## src/rtl/slot_sensor_conditioner_pkg.sv

```systemverilog
// Shared parking-bay types and constants.
// The display stage uses the same slot vector typedef.
package parking_pkg;

    localparam int NUM_SLOTS = 5;
    localparam int COUNT_W   = 3;

    typedef logic [NUM_SLOTS-1:0] slot_vec_t;
    typedef logic [COUNT_W-1:0]   slot_count_t;

    // Number of occupied bays in a slot vector.
    function automatic slot_count_t popcount(input slot_vec_t v);
        slot_count_t n;
        n = '0;
        for (int i = 0; i < NUM_SLOTS; i++) begin
            n = n + COUNT_W'(v[i]);
        end
        return n;
    endfunction

endpackage

```

## src/rtl/slot_sensor_conditioner_if.sv

```systemverilog
// Sensor/occupancy bundle between the raw bay sensors and the display stage.
// The conditioner uses the slave modport; the sensor side uses master.
interface slot_sensor_if;
    import parking_pkg::*;

    slot_vec_t   sensor_raw;
    slot_vec_t   parking_slots;
    slot_count_t occupied_count;
    logic        lot_full;
    slot_vec_t   arrive_pulse;
    slot_vec_t   depart_pulse;

    modport master (
        output sensor_raw,
        input  parking_slots,
        input  occupied_count,
        input  lot_full,
        input  arrive_pulse,
        input  depart_pulse
    );

    modport slave (
        input  sensor_raw,
        output parking_slots,
        output occupied_count,
        output lot_full,
        output arrive_pulse,
        output depart_pulse
    );

endinterface

```

## src/rtl/slot_sensor_conditioner_cell.sv

```systemverilog
// One bay: two-flop synchroniser, tick-driven agreement counter, stable bit
// and single-cycle rise/fall pulses aligned with the stable bit change.
module slot_debounce_cell #(
    parameter int DEBOUNCE_TICKS = 4
) (
    input  logic clock,
    input  logic reset,
    input  logic raw,
    input  logic sample_tick,
    output logic stable,
    output logic stable_next,
    output logic rise,
    output logic fall
);

    localparam int CNT_W = $clog2(DEBOUNCE_TICKS + 1);

    logic             sync1_reg;
    logic             sync2_reg;
    logic [CNT_W-1:0] cnt_reg;
    logic [CNT_W-1:0] cnt_next;
    logic             stable_reg;
    logic             rise_reg;
    logic             rise_next;
    logic             fall_reg;
    logic             fall_next;

    always_ff @(posedge clock or posedge reset) begin
        if (reset) begin
            sync1_reg  <= 1'b0;
            sync2_reg  <= 1'b0;
            cnt_reg    <= '0;
            stable_reg <= 1'b0;
            rise_reg   <= 1'b0;
            fall_reg   <= 1'b0;
        end else begin
            sync1_reg  <= raw;
            sync2_reg  <= sync1_reg;
            cnt_reg    <= cnt_next;
            stable_reg <= stable_next;
            rise_reg   <= rise_next;
            fall_reg   <= fall_next;
        end
    end

    // Any agreeing sample restarts the count, so only an unbroken run of
    // disagreeing ticks flips the stable level.
    always_comb begin
        cnt_next    = cnt_reg;
        stable_next = stable_reg;
        rise_next   = 1'b0;
        fall_next   = 1'b0;
        if (sample_tick) begin
            if (sync2_reg == stable_reg) begin
                cnt_next = '0;
            end else if (int'(cnt_reg) + 1 >= DEBOUNCE_TICKS) begin
                stable_next = ~stable_reg;
                cnt_next    = '0;
                rise_next   = ~stable_reg;
                fall_next   = stable_reg;
            end else begin
                cnt_next = cnt_reg + CNT_W'(1);
            end
        end
    end

    assign stable = stable_reg;
    assign rise   = rise_reg;
    assign fall   = fall_reg;

endmodule

```

## src/rtl/slot_sensor_conditioner.sv

```systemverilog
// Conditions the raw bay sensors into a debounced occupancy vector with a
// registered occupied count, full flag and per-bay arrive/depart pulses.
module slot_sensor_conditioner
    import parking_pkg::*;
#(
    parameter int SAMPLE_DIV     = 500000,
    parameter int DEBOUNCE_TICKS = 4
) (
    input logic          clock,
    input logic          reset,
    slot_sensor_if.slave bus
);

    localparam int DIV_W = (SAMPLE_DIV > 1) ? $clog2(SAMPLE_DIV) : 1;

    logic [DIV_W-1:0] presc_reg;
    logic [DIV_W-1:0] presc_next;
    logic             sample_tick;

    slot_vec_t   stable_vec;
    slot_vec_t   stable_next_vec;
    slot_vec_t   rise_vec;
    slot_vec_t   fall_vec;
    slot_count_t count_reg;
    slot_count_t count_next;
    logic        full_reg;
    logic        full_next;

    assign sample_tick = (presc_reg == DIV_W'(SAMPLE_DIV - 1));

    always_comb begin
        presc_next = presc_reg + DIV_W'(1);
        if (sample_tick) begin
            presc_next = '0;
        end
    end

    always_ff @(posedge clock or posedge reset) begin
        if (reset) begin
            presc_reg <= '0;
        end else begin
            presc_reg <= presc_next;
        end
    end

    generate
        for (genvar gi = 0; gi < NUM_SLOTS; gi++) begin : g_bay
            slot_debounce_cell #(
                .DEBOUNCE_TICKS (DEBOUNCE_TICKS)
            ) u_cell (
                .clock       (clock),
                .reset       (reset),
                .raw         (bus.sensor_raw[gi]),
                .sample_tick (sample_tick),
                .stable      (stable_vec[gi]),
                .stable_next (stable_next_vec[gi]),
                .rise        (rise_vec[gi]),
                .fall        (fall_vec[gi])
            );
        end
    endgenerate

    // Counting the next-state vector keeps count and flag on the same edge
    // as the occupancy change, netting simultaneous arrivals and departures.
    always_comb begin
        count_next = popcount(stable_next_vec);
        full_next  = (count_next == COUNT_W'(NUM_SLOTS));
    end

    always_ff @(posedge clock or posedge reset) begin
        if (reset) begin
            count_reg <= '0;
            full_reg  <= 1'b0;
        end else begin
            count_reg <= count_next;
            full_reg  <= full_next;
        end
    end

    assign bus.parking_slots  = stable_vec;
    assign bus.occupied_count = count_reg;
    assign bus.lot_full       = full_reg;
    assign bus.arrive_pulse   = rise_vec;
    assign bus.depart_pulse   = fall_vec;

endmodule
```

## src/flat_wrapper.sv

```systemverilog
// flat-port wrapper written by rule: the top's interface ports become plain ports
module slot_sensor_conditioner_flat import parking_pkg::*;
#(
    parameter int SAMPLE_DIV     = 500000,
    parameter int DEBOUNCE_TICKS = 4
)
  (clock, reset, bus_sensor_raw, bus_parking_slots, bus_occupied_count, bus_lot_full, bus_arrive_pulse, bus_depart_pulse);
  slot_sensor_if bus_i ();
  input logic clock;
  input logic reset;
  input wire logic [$bits(bus_i.sensor_raw)-1:0] bus_sensor_raw;
  output wire logic [$bits(bus_i.parking_slots)-1:0] bus_parking_slots;
  output wire logic [$bits(bus_i.occupied_count)-1:0] bus_occupied_count;
  output wire logic [$bits(bus_i.lot_full)-1:0] bus_lot_full;
  output wire logic [$bits(bus_i.arrive_pulse)-1:0] bus_arrive_pulse;
  output wire logic [$bits(bus_i.depart_pulse)-1:0] bus_depart_pulse;
  assign bus_i.sensor_raw = bus_sensor_raw;
  assign bus_parking_slots = bus_i.parking_slots;
  assign bus_occupied_count = bus_i.occupied_count;
  assign bus_lot_full = bus_i.lot_full;
  assign bus_arrive_pulse = bus_i.arrive_pulse;
  assign bus_depart_pulse = bus_i.depart_pulse;
  slot_sensor_conditioner #(.SAMPLE_DIV(SAMPLE_DIV), .DEBOUNCE_TICKS(DEBOUNCE_TICKS)) u_core (.clock(clock), .reset(reset), .bus(bus_i));
endmodule
```

## config.mk

```make
export PLATFORM = sky130hd
export DESIGN_NAME = slot_sensor_conditioner_flat
export DESIGN_NICKNAME = d
export VERILOG_FILES = /design/src/rtl/slot_sensor_conditioner_pkg.sv /design/src/rtl/slot_sensor_conditioner_if.sv /design/src/rtl/slot_sensor_conditioner_cell.sv /design/src/rtl/slot_sensor_conditioner.sv /design/src/flat_wrapper.sv
export SDC_FILE = /design/constraint.sdc
export NUM_CORES = 1
export LEC_CHECK = 0
export ABC_AREA = 0
export BUFFER_PORTS_ARGS = -buffer_cell sky130_fd_sc_hd__buf_2
export CAP_MARGIN = 20
export CELL_PAD_IN_SITES_DETAIL_PLACEMENT = 1
export CELL_PAD_IN_SITES_GLOBAL_PLACEMENT = 1
export CORE_MARGIN = 8
export CORE_UTILIZATION = 25
export DETAILED_ROUTE_END_ITERATION = 10
export GPL_TIMING_DRIVEN = 0
export PLACE_DENSITY_LB_ADDON = 0.2
export SLEW_MARGIN = 10
export SYNTH_ARGS = -nofsm -noshare
export SYNTH_HDL_FRONTEND = slang
export SYNTH_HIERARCHICAL = 1
export SYNTH_SLANG_ARGS = --single-unit
```

## constraint.sdc

```tcl
create_clock -name clock -period 5.6 [get_ports clock]
set_clock_uncertainty 0.2 [all_clocks]
set_input_delay 1.12 -clock clock [delete_from_list [all_inputs] [get_ports clock]]
set_output_delay 1.12 -clock clock [all_outputs]
set_load 0.005 [all_outputs]
```

==> results of run 1 <==
per-layer routing:
metal  wire length, um  GRT usage [%]  vias up
met3               266           3.31        6
met4                65           3.51        0
met2              2470           13.0       25
li1                  -              -      876
met1              2780           10.9      863
met5                 0              0        -
placed cells by master (no fill, tap or decap), types with 4 or more instances in the layout:
cell type	count
nand3_1	15
xnor2_1	7
a21o_1	5
nor2b_1	6
o21ai_1	10
clkbuf_8	10
nor3_1	4
buf_2	25
and2_1	5
dfrtp_1	63
nor2_1	25
mux2_4	5
a21oi_1	7
ha_1	7
nor3b_1	10
o22ai_1	6
xor2_1	12
nand2_1	11
inv_1	18
power breakdown:
group / switching, uW / total, uW / leakage [uW] / internal (uW)
clock: 160 / 324 / 0.0000809 / 164
combinational: 11.2 / 14.2 / 0.000663 / 2.99
sequential: 2.65 / 461 / 0.000843 / 459
total: 174 / 799 / 0.00159 / 626
final cells by class:
type | count | area (um2) | share of cell area (%)
Sequential cell | 63 | 1580 | 49.2
Multi-Input combinational cell | 154 | 1080 | 33.8
Tap cell | 140 | 175 | 5.46
Timing Repair Buffer | 27 | 151 | 4.72
Clock buffer | 11 | 141 | 4.41
Inverter | 18 | 67.6 | 2.11
Clock inverter | 2 | 10.0 | 0.312
cell families after synthesis:
| kind of cell | after synthesis | share of synthesized area [%] |
|---|---|---|
| AOI/OAI and AO/OA | 29 | 6.24 |
| xor gates and xnor gates | 19 | 6.10 |
| adders and majority gates | 9 | 4.68 |
| buffers and inverters | 18 | 2.48 |
| DFF | 63 | 57.8 |
| muxes | 6 | 3.12 |
| and+or+nand+nor | 91 | 19.6 |
final timing paths:
check,end,slack [ns],from,cells past startpoint
min reg2reg,u_core/g_bay[0].u_cell/sync2_reg$_DFF_PP0_,0.15,u_core/g_bay[0].u_cell/sync1_reg$_DFF_PP0_,0
max reg2reg,u_core/bus.lot_full$_DFF_PP0_,1.53,u_core/presc_reg[0]$_DFF_PP0_,11
min in group asynchronous,u_core/g_bay[0].u_cell/stable$_DFF_PP0_,0.61,reset,2
max in group asynchronous,u_core/presc_reg[17]$_DFF_PP0_,3.80,reset,2
max,u_core/bus.lot_full$_DFF_PP0_,1.53,u_core/presc_reg[0]$_DFF_PP0_,11
min,u_core/g_bay[0].u_cell/sync2_reg$_DFF_PP0_,0.15,u_core/g_bay[0].u_cell/sync1_reg$_DFF_PP0_,0
metrics by stage:
stage | setup slack, ns | hold WS (ns) | cells
floorplan | 1.61 | 0.131 | 235
global placement | 0.729 | 0.133 | 400
detailed placement | 1.51 | 0.136 | 402
CTS | 1.48 | 0.150 | 415
global route | 1.25 | 0.161 | 415
finish | 1.53 | 0.147 | 415
==> impl_summary.log, run 1 <==
[metrics] status: finished, final reports clean
[metrics] kind of cell adding the most delay to the critical path: adder cells
[metrics] via density per instance: ~4.3
[metrics] VDD IR-drop max: 0.000109 V
[metrics] sequential share of the synthesized area: 57.8%
[metrics] clock sink total: 63
[metrics] net count of the mapped netlist: 251
[metrics] final standard cell utilization of the core: between 20 and 30%
[metrics] Largest register FFs: 19
[metrics] cell chosen for the clock root: clkbuf_8
[metrics] total of warnings raised by yosys: 6
[metrics] critical path, cell by cell: ha_1 -> nand3_2 -> nor4_4 -> buf_8 -> o21ai_1 -> a21o_1 -> mux2_4 -> fa_1 -> fa_1 -> ha_1 -> nor2_1
[metrics] total leakage power: 0.00159 uW
[metrics] Layout Nets: just under 300
[metrics] final worst path period need: 4.07 ns
[metrics] overall routing resource usage: 8.62%
[metrics] synth top area cells: dfrtp_1, xor2_1, nor2_1, ha_1, mux2_4
[metrics] Routed Antenna Nets: 0
[metrics] H-Tree Depth: 3
[metrics] area leader, netlist: dfrtp_1
[metrics] area growth from synthesis to layout: 17.5%
[metrics] Port Buffers: 25
[metrics] worst min-delay path category: reg -> reg
[metrics] endpoint arrival time on the critical path: 4.12 ns
[metrics] Primary FF master, synth: dfrtp_1
[metrics] layout filler cell count: approximately 1200
[metrics] Cell Rows: 38
[metrics] number of antenna violations at the first check in global routing: 0
[metrics] power after layout: 799 uW
[metrics] biggest cell delay along the critical path: 0.78 ns
[metrics] clock buffers created by TritonCTS: 9
[metrics] post-CTS repair timing setup buffer count: 0
[metrics] global-route wire length before repair: 9810 um
[metrics] number of vias in the routed layout: 1770
[metrics] CP endpoint kind: flop
[metrics] share of the synthesized area in the top cell type: 57.8%
[metrics] combined buffer and inverter count along the critical path: 1
[metrics] clock tree from TritonCTS: done
[metrics] upper clock frequency limit: 0.246 GHz
[metrics] total of max-cap violations: 0
[metrics] area enclosed by the die boundary: 0.0145 mm2
[metrics] Wirelength per Cell: 13.5 um
[metrics] 1st-iter DRT viols: 51
[metrics] vias in the first global route: 2002
[metrics] Clock Tree Buf Depth: 2
[metrics] proportion of layout cells with a drive suffix above 1: 18.5%
[metrics] library cell with the highest instance count after synthesis: dfrtp_1
[metrics] FFs w/ async S/R, synth: 100%
[metrics] synthesized netlist cell count: 235
[metrics] DR pass1 iterations: 5
[metrics] Final Setup Violations: 0
[metrics] weighted congestion reported at the end of routability-driven placement: roughly 0.67
[metrics] vertical die dimension: 120 um
[metrics] max-slew headroom at the worst pin: 41.1%
[metrics] Final period util: 72.7%
[metrics] average cell area after synthesis: 11.6 um2
[metrics] Yosys cell types: 32
[metrics] number of remaining DRC errors: 0
[metrics] chip width: 120 um
[metrics] Crit-path slowest cell: nor4_4
[metrics] Core ar.: about 0.011 mm2
[metrics] Hold Vio Cnt, Final: 0
[metrics] setup repair after global routing missed its margin: false
[metrics] required time at the worst-slack endpoint: between 5 and 6 ns
[metrics] DPL Wire Length: 4120 um
[metrics] CTS resizes: 0
[metrics] leading post-synthesis cells by instance count: dfrtp_1, nor2_1, inv_1
[metrics] top-level port count: 26
[metrics] Layout Cell Area excl Fill: 0.00321 mm2
[metrics] synthesized flop and latch total: 63
[metrics] number of antenna diodes: 0
[metrics] largest net degree at the start of global routing: 24
[metrics] Total Routed Length: roughly 5600 um
[metrics] clock transition at the registers of the reported paths: ~0.060 ns
[metrics] Initial Utilization: 25.4%
[metrics] Pwr per Cell Area: between 200 and 250 mW/mm2
[metrics] Netlist Area Pre-Place: 0.00273 mm2
[metrics] count of hold buffers inserted by post-cts repair: 0
[metrics] Total Negative Setup Slacks: 0 ns
[metrics] count of flip-flops with a built-in enable after synthesis: 0
[metrics] kind of start point of the critical path: flop
[metrics] top fanout value on the critical path: 16
[metrics] final-report max-slew violation count: 0
[metrics] leftover overflow at the end of global routing: 0
[metrics] source-to-sink clock delay at the later pin of the worst-skew pair: 0.33 ns
[metrics] Slew @ Worst Pin: 0.882 ns
[metrics] placed instance area: 0.00306 mm2
[metrics] critical path type: reg -> reg
No activity file was read; power rests on OpenSTA's default activity.
==> inputs of run 2 (changes only) <==
- clock period: 5.6 -> 3.7 ns (I/O delays scaled with it)
==> run 2 against run 1 <==
Highest routed layer unchanged. Sequential cell count stayed put. Combinational power up 51%. Hold slack about the same. Die area stayed put. Count of clock-buffer cells in the layout is 2 higher. First-iteration DRC count up 25%. Final area is 5.2% higher. Largest power group unchanged. Sequential power up 51%. Setup slack worse by 1.3 ns.
==> impl_summary.log, run 2 (synthesized netlist as in run 1, its figures left out) <==
[metrics] status: finished, final reports clean
[metrics] required time at the worst-slack endpoint: about 3.7 ns
[metrics] Clock Tree Buf Depth: 2
[metrics] clock transition at the registers of the reported paths: 0.07 ns
[metrics] global-route wire length before repair: just over 10000 um
[metrics] VDD IR-drop max: 0.000197 V
[metrics] final std cells w/o fill: 426
[metrics] pre-CTS setup slack: -0.425 ns
[metrics] weighted congestion reported at the end of routability-driven placement: 0.724
[metrics] chip width: 120 um
[metrics] met3 usage: 2.94%
[metrics] total leakage power: 0.00165 uW
[metrics] kind of start point of the critical path: flop
[metrics] vias in the first global route: 2055
[metrics] Initial Utilization: 25.4%
[metrics] number of antenna violations at the first check in global routing: 0
[metrics] final worst path period need: 3.51 ns
[metrics] clock sink total: between 60 and 70
[metrics] met2 Usage GRT: approximately 14%
[metrics] Pwr per Cell Area: 399 mW/mm2
[metrics] endpoint arrival time on the critical path: 3.53 ns
[metrics] Wirelength per Cell: 13.6 um
[metrics] via density per instance: 4.37
[metrics] area enclosed by the die boundary: 0.0145 mm2
[metrics] setup repair after global routing missed its margin: false
[metrics] top-level port count: 26
[metrics] clock buffers created by TritonCTS: 9
[metrics] biggest cell delay along the critical path: 0.50 ns
[metrics] Final Setup Violations: 0
[metrics] DR pass1 iterations: 4
[metrics] CP endpoint kind: flop
[metrics] overall routing resource usage: 8.74%
[metrics] Cell Rows: 38
[metrics] source-to-sink clock delay at the later pin of the worst-skew pair: around 0.33 ns
[metrics] max-slew headroom at the worst pin: 40.0%
[metrics] vertical die dimension: 120 um
[metrics] number of remaining DRC errors: 0
[metrics] global routing usage on met1: 11.1%
[metrics] Layout Nets: 297
[metrics] largest net degree at the start of global routing: 24
[metrics] most common cell after layout, fill and taps aside: dfrtp_1
[metrics] Total Routed Length: 5800 um
[metrics] final-report max-slew violation count: 0
[metrics] total of max-cap violations: 0
[metrics] H-Tree Depth: 3
[metrics] global route hottest layer: met2
[metrics] clock tree from TritonCTS: done
[metrics] final standard cell utilization of the core: 31.4%
[metrics] Top cell by count, worst path: ha_4
[metrics] number of vias in the routed layout: 1862
[metrics] upper clock frequency limit: 0.285 GHz
[metrics] Total Negative Setup Slacks: 0 ns
[metrics] cell chosen for the clock root: clkbuf_8
[metrics] count of hold buffers inserted by post-cts repair: 0
[metrics] Hold Vio Cnt, Final: 0
[metrics] most used cells in the layout excluding fill and tap cells: dfrtp_1, buf_2, nor2_1, inv_1, nand3_1
[metrics] smallest setup slack after layout: 0.192 ns
[metrics] total placed cells including tap cells: 402
[metrics] critical path, cell by cell: ha_4 -> nand3_4 -> nor4_4 -> buf_6 -> buf_8 -> o21ai_1 -> a21o_1 -> mux2_4 -> fa_1 -> fa_2 -> ha_4 -> nor2_1
[metrics] number of antenna diodes: 0
[metrics] critical path type: reg -> reg
[metrics] Final period util: 94.8%
[metrics] Crit-path slowest cell: fa_1
[metrics] Slew @ Worst Pin: 0.899 ns
[metrics] Largest register FFs: 19
[metrics] Port Buffers: 25
[metrics] top fanout value on the critical path: 18
[metrics] 1st-iter DRT viols: 64
[metrics] area growth from synthesis to layout: 23.7%
[metrics] proportion of layout cells with a drive suffix above 1: ~24%
[metrics] DPL Wire Length: 4140 um
[metrics] Routed Antenna Nets: 0
[metrics] worst min-delay path category: reg -> reg
[metrics] leftover overflow at the end of global routing: 0
[metrics] Core ar.: 0.0107 mm2
==> run 2: cell types whose count changed in the layout (fill, tap and decap cells not counted), sizes merged <==
cell / delta
buf: +8
clkbuf: +2
bufinv: +1
==> run 2: per-layer routing <==
layer / part of all wire, % / routed length (um)
met1: 48 / 2800
met2: 47 / 2720
met3: 4.0 / 233
met4: 0.81 / 47
met5: 0 / 0
==> run 2: repair_timing <==
| action | 4_1_cts | 5_1_grt |
|---|---|---|
| gates resized for setup | 4 | 1 |
| buffers inserted | 7 | 1 |
| gates cloned | 0 | 0 |
| endpoints found under the setup margin | 4 | 1 |
| pin swaps | 3 | 1 |
==> run 2: worst paths after layout <==
check,start,end,slack [ns],depth (start not counted)
setup / recovery,u_core/presc_reg[1]$_DFF_PP0_,u_core/bus.lot_full$_DFF_PP0_,0.19,12
hold / removal,u_core/g_bay[2].u_cell/sync1_reg$_DFF_PP0_,u_core/g_bay[2].u_cell/sync2_reg$_DFF_PP0_,0.15,0
setup reg to reg,u_core/presc_reg[1]$_DFF_PP0_,u_core/bus.lot_full$_DFF_PP0_,0.19,12
hold reg to reg,u_core/g_bay[2].u_cell/sync1_reg$_DFF_PP0_,u_core/g_bay[2].u_cell/sync2_reg$_DFF_PP0_,0.15,0
max in group asynchronous,reset,u_core/presc_reg[11]$_DFF_PP0_,2.22,2
min in group asynchronous,reset,u_core/g_bay[0].u_cell/cnt_reg[2]$_DFFE_PP0P_,0.22,2
==> run 2: layout make-up <==
| cell class | count | area [um2] |
|---|---|---|
| clock buffer | 13 | 169 |
| clock inverter | 3 | 40.0 |
| fill | 1217 | 7370 |
| inverter | 18 | 67.6 |
| multi-input combinational | 154 | 1130 |
| sequential | 63 | 1580 |
| tap | 140 | 175 |
| timing repair buffer | 35 | 211 |
==> run 2: per-stage QoR <==
step                total power [uW]  hold WS, ns  area [um2]
floorplan                        724        0.131        2760
CTS                             1380        0.152        3370
detailed placement               735        0.136        3080
global placement                 734        0.132        3060
finish                          1350        0.148        3370
global route                    1410        0.159        3370
==> run 2: where the power goes <==
group	total, uW	internal [uW]	switching, uW
registers	698	694	4.08
logic	21.5	4.53	17.0
clock network	626	365	261
==> run 2: worst max-delay path, delay by kind of cell, from the launching register on <==
kind                     cells  cell delay (ns)
adder cells (fa/ha/maj)      4             1.33
multiplexers                 1             0.33
AND/OR/NAND/NOR              3             0.55
flip-flops                   1             0.41
buffers and inverters        2             0.30
AO/OA/AOI/OAI                2             0.27
==> inputs of run 3 (changes only) <==
- CORE_ASPECT_RATIO: not set -> 1.25
==> run 3 against run 2 <==
Die area increased by 0.15%. Largest cell class unchanged. Power up 16%. Critical path depth stayed put. Largest power group is now the clock network. First-iteration DRC count fell by 31%. Via count rose by 2.0%. Setup slack worse by 0.0054 ns.
==> impl_summary.log, run 3 (synthesized netlist as in run 1, its figures left out) <==
[metrics] status: finished, final reports clean
[metrics] clock tree from TritonCTS: done
[metrics] top-level port count: 26
[metrics] detailed-routing wirelength on met1: ~2700 um
[metrics] placed instance area: 0.00307 mm2
[metrics] top fanout value on the critical path: 7
[metrics] length of routed met3 wiring: 259 um
[metrics] clock buffers created by TritonCTS: 9
[metrics] area growth from synthesis to layout: 26.2%
[metrics] kind of start point of the critical path: flop
[metrics] total met2 wirelength after detailed routing: approximately 2800 um
[metrics] vertical die dimension: 133 um
[metrics] endpoint of the worst-slack reg-to-reg timing path: u_core/bus.lot_full$_DFF_PP0_
[metrics] final worst path period need: 3.51 ns
[metrics] worst min-delay path category: reg -> reg
[metrics] clock transition at the registers of the reported paths: 0.06 ns
[metrics] Slew @ Worst Pin: 0.909 ns
[metrics] Port Buffers: 25
[metrics] Clock Tree Buf Depth: 2
[metrics] Wirelength per Cell: approximately 14 um
[metrics] r2r startpoint: u_core/presc_reg[0]$_DFF_PP0_
[metrics] VDD IR-drop max: 0.000184 V
[metrics] Layout Nets: about 300
[metrics] required time at the worst-slack endpoint: 3.76 ns
[metrics] number of antenna violations at the first check in global routing: 0
[metrics] largest net degree at the start of global routing: 24
[metrics] cell chosen for the clock root: clkbuf_16
[metrics] proportion of layout cells with a drive suffix above 1: 24.0%
[metrics] most common cell after layout, fill and taps aside: dfrtp_1
[metrics] CP endpoint kind: flop
[metrics] DPL Wire Length: around 4000 um
[metrics] Top Layer Used: met4
[metrics] area enclosed by the die boundary: 0.0145 mm2
[metrics] final standard cell utilization of the core: 32.4%
[metrics] Initial Utilization: about 26%
[metrics] Final Setup Violations: 0
[metrics] final-report max-slew violation count: 0
[metrics] pre-CTS setup slack: -0.0615 ns
[metrics] clock sink total: between 60 and 70
[metrics] Total Routed Length: around 5900 um
[metrics] Final period util: 95.0%
[metrics] global-route wire length before repair: roughly 10000 um
[metrics] source-to-sink clock delay at the later pin of the worst-skew pair: 0.33 ns
[metrics] number of antenna diodes: 0
[metrics] Cell Rows: 42
[metrics] critical path type: reg -> reg
[metrics] number of vias in the routed layout: 1900
[metrics] DR pass1 iterations: 4
[metrics] upper clock frequency limit: 0.285 GHz
[metrics] launch point of the critical path: u_core/presc_reg[0]$_DFF_PP0_
[metrics] via density per instance: ~4.5
[metrics] setup repair after global routing missed its margin: false
[metrics] reg-to-reg setup timing slack: 0.19 ns
[metrics] chip width: 109 um
[metrics] smallest setup slack after layout: 0.187 ns
[metrics] leftover overflow at the end of global routing: 0
[metrics] Core ar.: 0.0106 mm2
[metrics] H-Tree Depth: 3
[metrics] Layout Cell Area excl Fill: 0.00344 mm2
[metrics] Pwr per Cell Area: 453 mW/mm2
[metrics] Hold Vio Cnt, Final: 0
[metrics] endpoint arrival time on the critical path: 3.57 ns
[metrics] Largest register FFs: 19
[metrics] total leakage power: approximately 0.0017 uW
[metrics] number of remaining DRC errors: 0
[metrics] 1st-iter DRT viols: between 40 and 50
[metrics] Routed Antenna Nets: 0
[metrics] max-slew headroom at the worst pin: 39.3%
[metrics] overall routing resource usage: 9.18%
[metrics] crit path capture: u_core/bus.lot_full$_DFF_PP0_
[metrics] layout filler cell count: ~1200
[metrics] total of max-cap violations: 0
[metrics] Total Negative Setup Slacks: 0 ns
[metrics] R2R depth: 12
[metrics] weighted congestion reported at the end of routability-driven placement: 0.695
[metrics] vias in the first global route: between 2000 and 2500
[metrics] most used cells in the layout excluding fill and tap cells: dfrtp_1, buf_2, nor2_1, inv_1, nand3_1
-- run 3: what timing repair did --
action                     CTS  global route
pin swaps                    3             1
setup buffers                8             1
hold buffers                 0             0
gates resized for setup      1             1
setup endpoints to repair    2             4
-- run 3: how the worst min path moves through the flow --
| stage | cells after the start | slack, ns | startpoint | end |
|---|---|---|---|---|
| 2_1_floorplan | 0 | 0.13 | u_core/g_bay[0].u_cell/sync1_reg$_DFF_PP0_ | u_core/g_bay[0].u_cell/sync2_reg$_DFF_PP0_ |
| 3_3_place_gp | 0 | 0.13 | u_core/g_bay[0].u_cell/sync1_reg$_DFF_PP0_ | u_core/g_bay[0].u_cell/sync2_reg$_DFF_PP0_ |
| 3_5_place_dp | 0 | 0.14 | u_core/g_bay[1].u_cell/sync1_reg$_DFF_PP0_ | u_core/g_bay[1].u_cell/sync2_reg$_DFF_PP0_ |
| 4_1_cts | 0 | 0.15 | u_core/g_bay[2].u_cell/sync1_reg$_DFF_PP0_ | u_core/g_bay[2].u_cell/sync2_reg$_DFF_PP0_ |
| 5_1_grt | 0 | 0.16 | u_core/g_bay[0].u_cell/sync1_reg$_DFF_PP0_ | u_core/g_bay[0].u_cell/sync2_reg$_DFF_PP0_ |
| 6_report | 0 | 0.15 | u_core/g_bay[1].u_cell/sync1_reg$_DFF_PP0_ | u_core/g_bay[1].u_cell/sync2_reg$_DFF_PP0_ |
-- run 3: critical path, stage by stage (launching register included) --
cell	delay, ns
dfrtp_1	0.44
ha_4	0.18
nand3_4	0.13
nor4_4	0.32
buf_4	0.17
buf_6	0.11
o21ai_1	0.06
a21o_1	0.19
mux2_4	0.33
fa_1	0.54
fa_2	0.35
ha_1	0.31
nor2_1	0.11
-- run 3: routing by layer --
metal	track usage, %	up-vias
li1	-	896
met1	11.2	964
met2	13.9	27
met3	3.11	13
met4	4.51	0
met5	0	-
-- run 3: stage by stage --
stage	cells	hold WS, ns	total power (uW)
4_1_cts	418	0.150	1590
6_report	419	0.147	1560
2_1_floorplan	235	0.131	724
3_3_place_gp	392	0.133	734
5_1_grt	419	0.158	1620
3_5_place_dp	394	0.136	735
-- run 3: final cells by class --
type	count	area, um2	share of cell area [%]
Clock buffer	9	225	6.54
Clock inverter	7	73.8	2.14
Inverter	18	67.6	1.96
Multi-Input combinational cell	154	1120	32.5
Sequential cell	63	1580	45.8
Tap cell	132	165	4.79
Timing Repair Buffer	36	215	6.25
-- run 3: power by group --
| part | switching [uW] | internal (uW) | total [uW] |
|---|---|---|---|
| registers | 3.91 | 695 | 699 |
| clock network | 317 | 522 | 838 |
| logic | 17.2 | 4.53 | 21.7 |
| total | 338 | 1220 | 1560 |
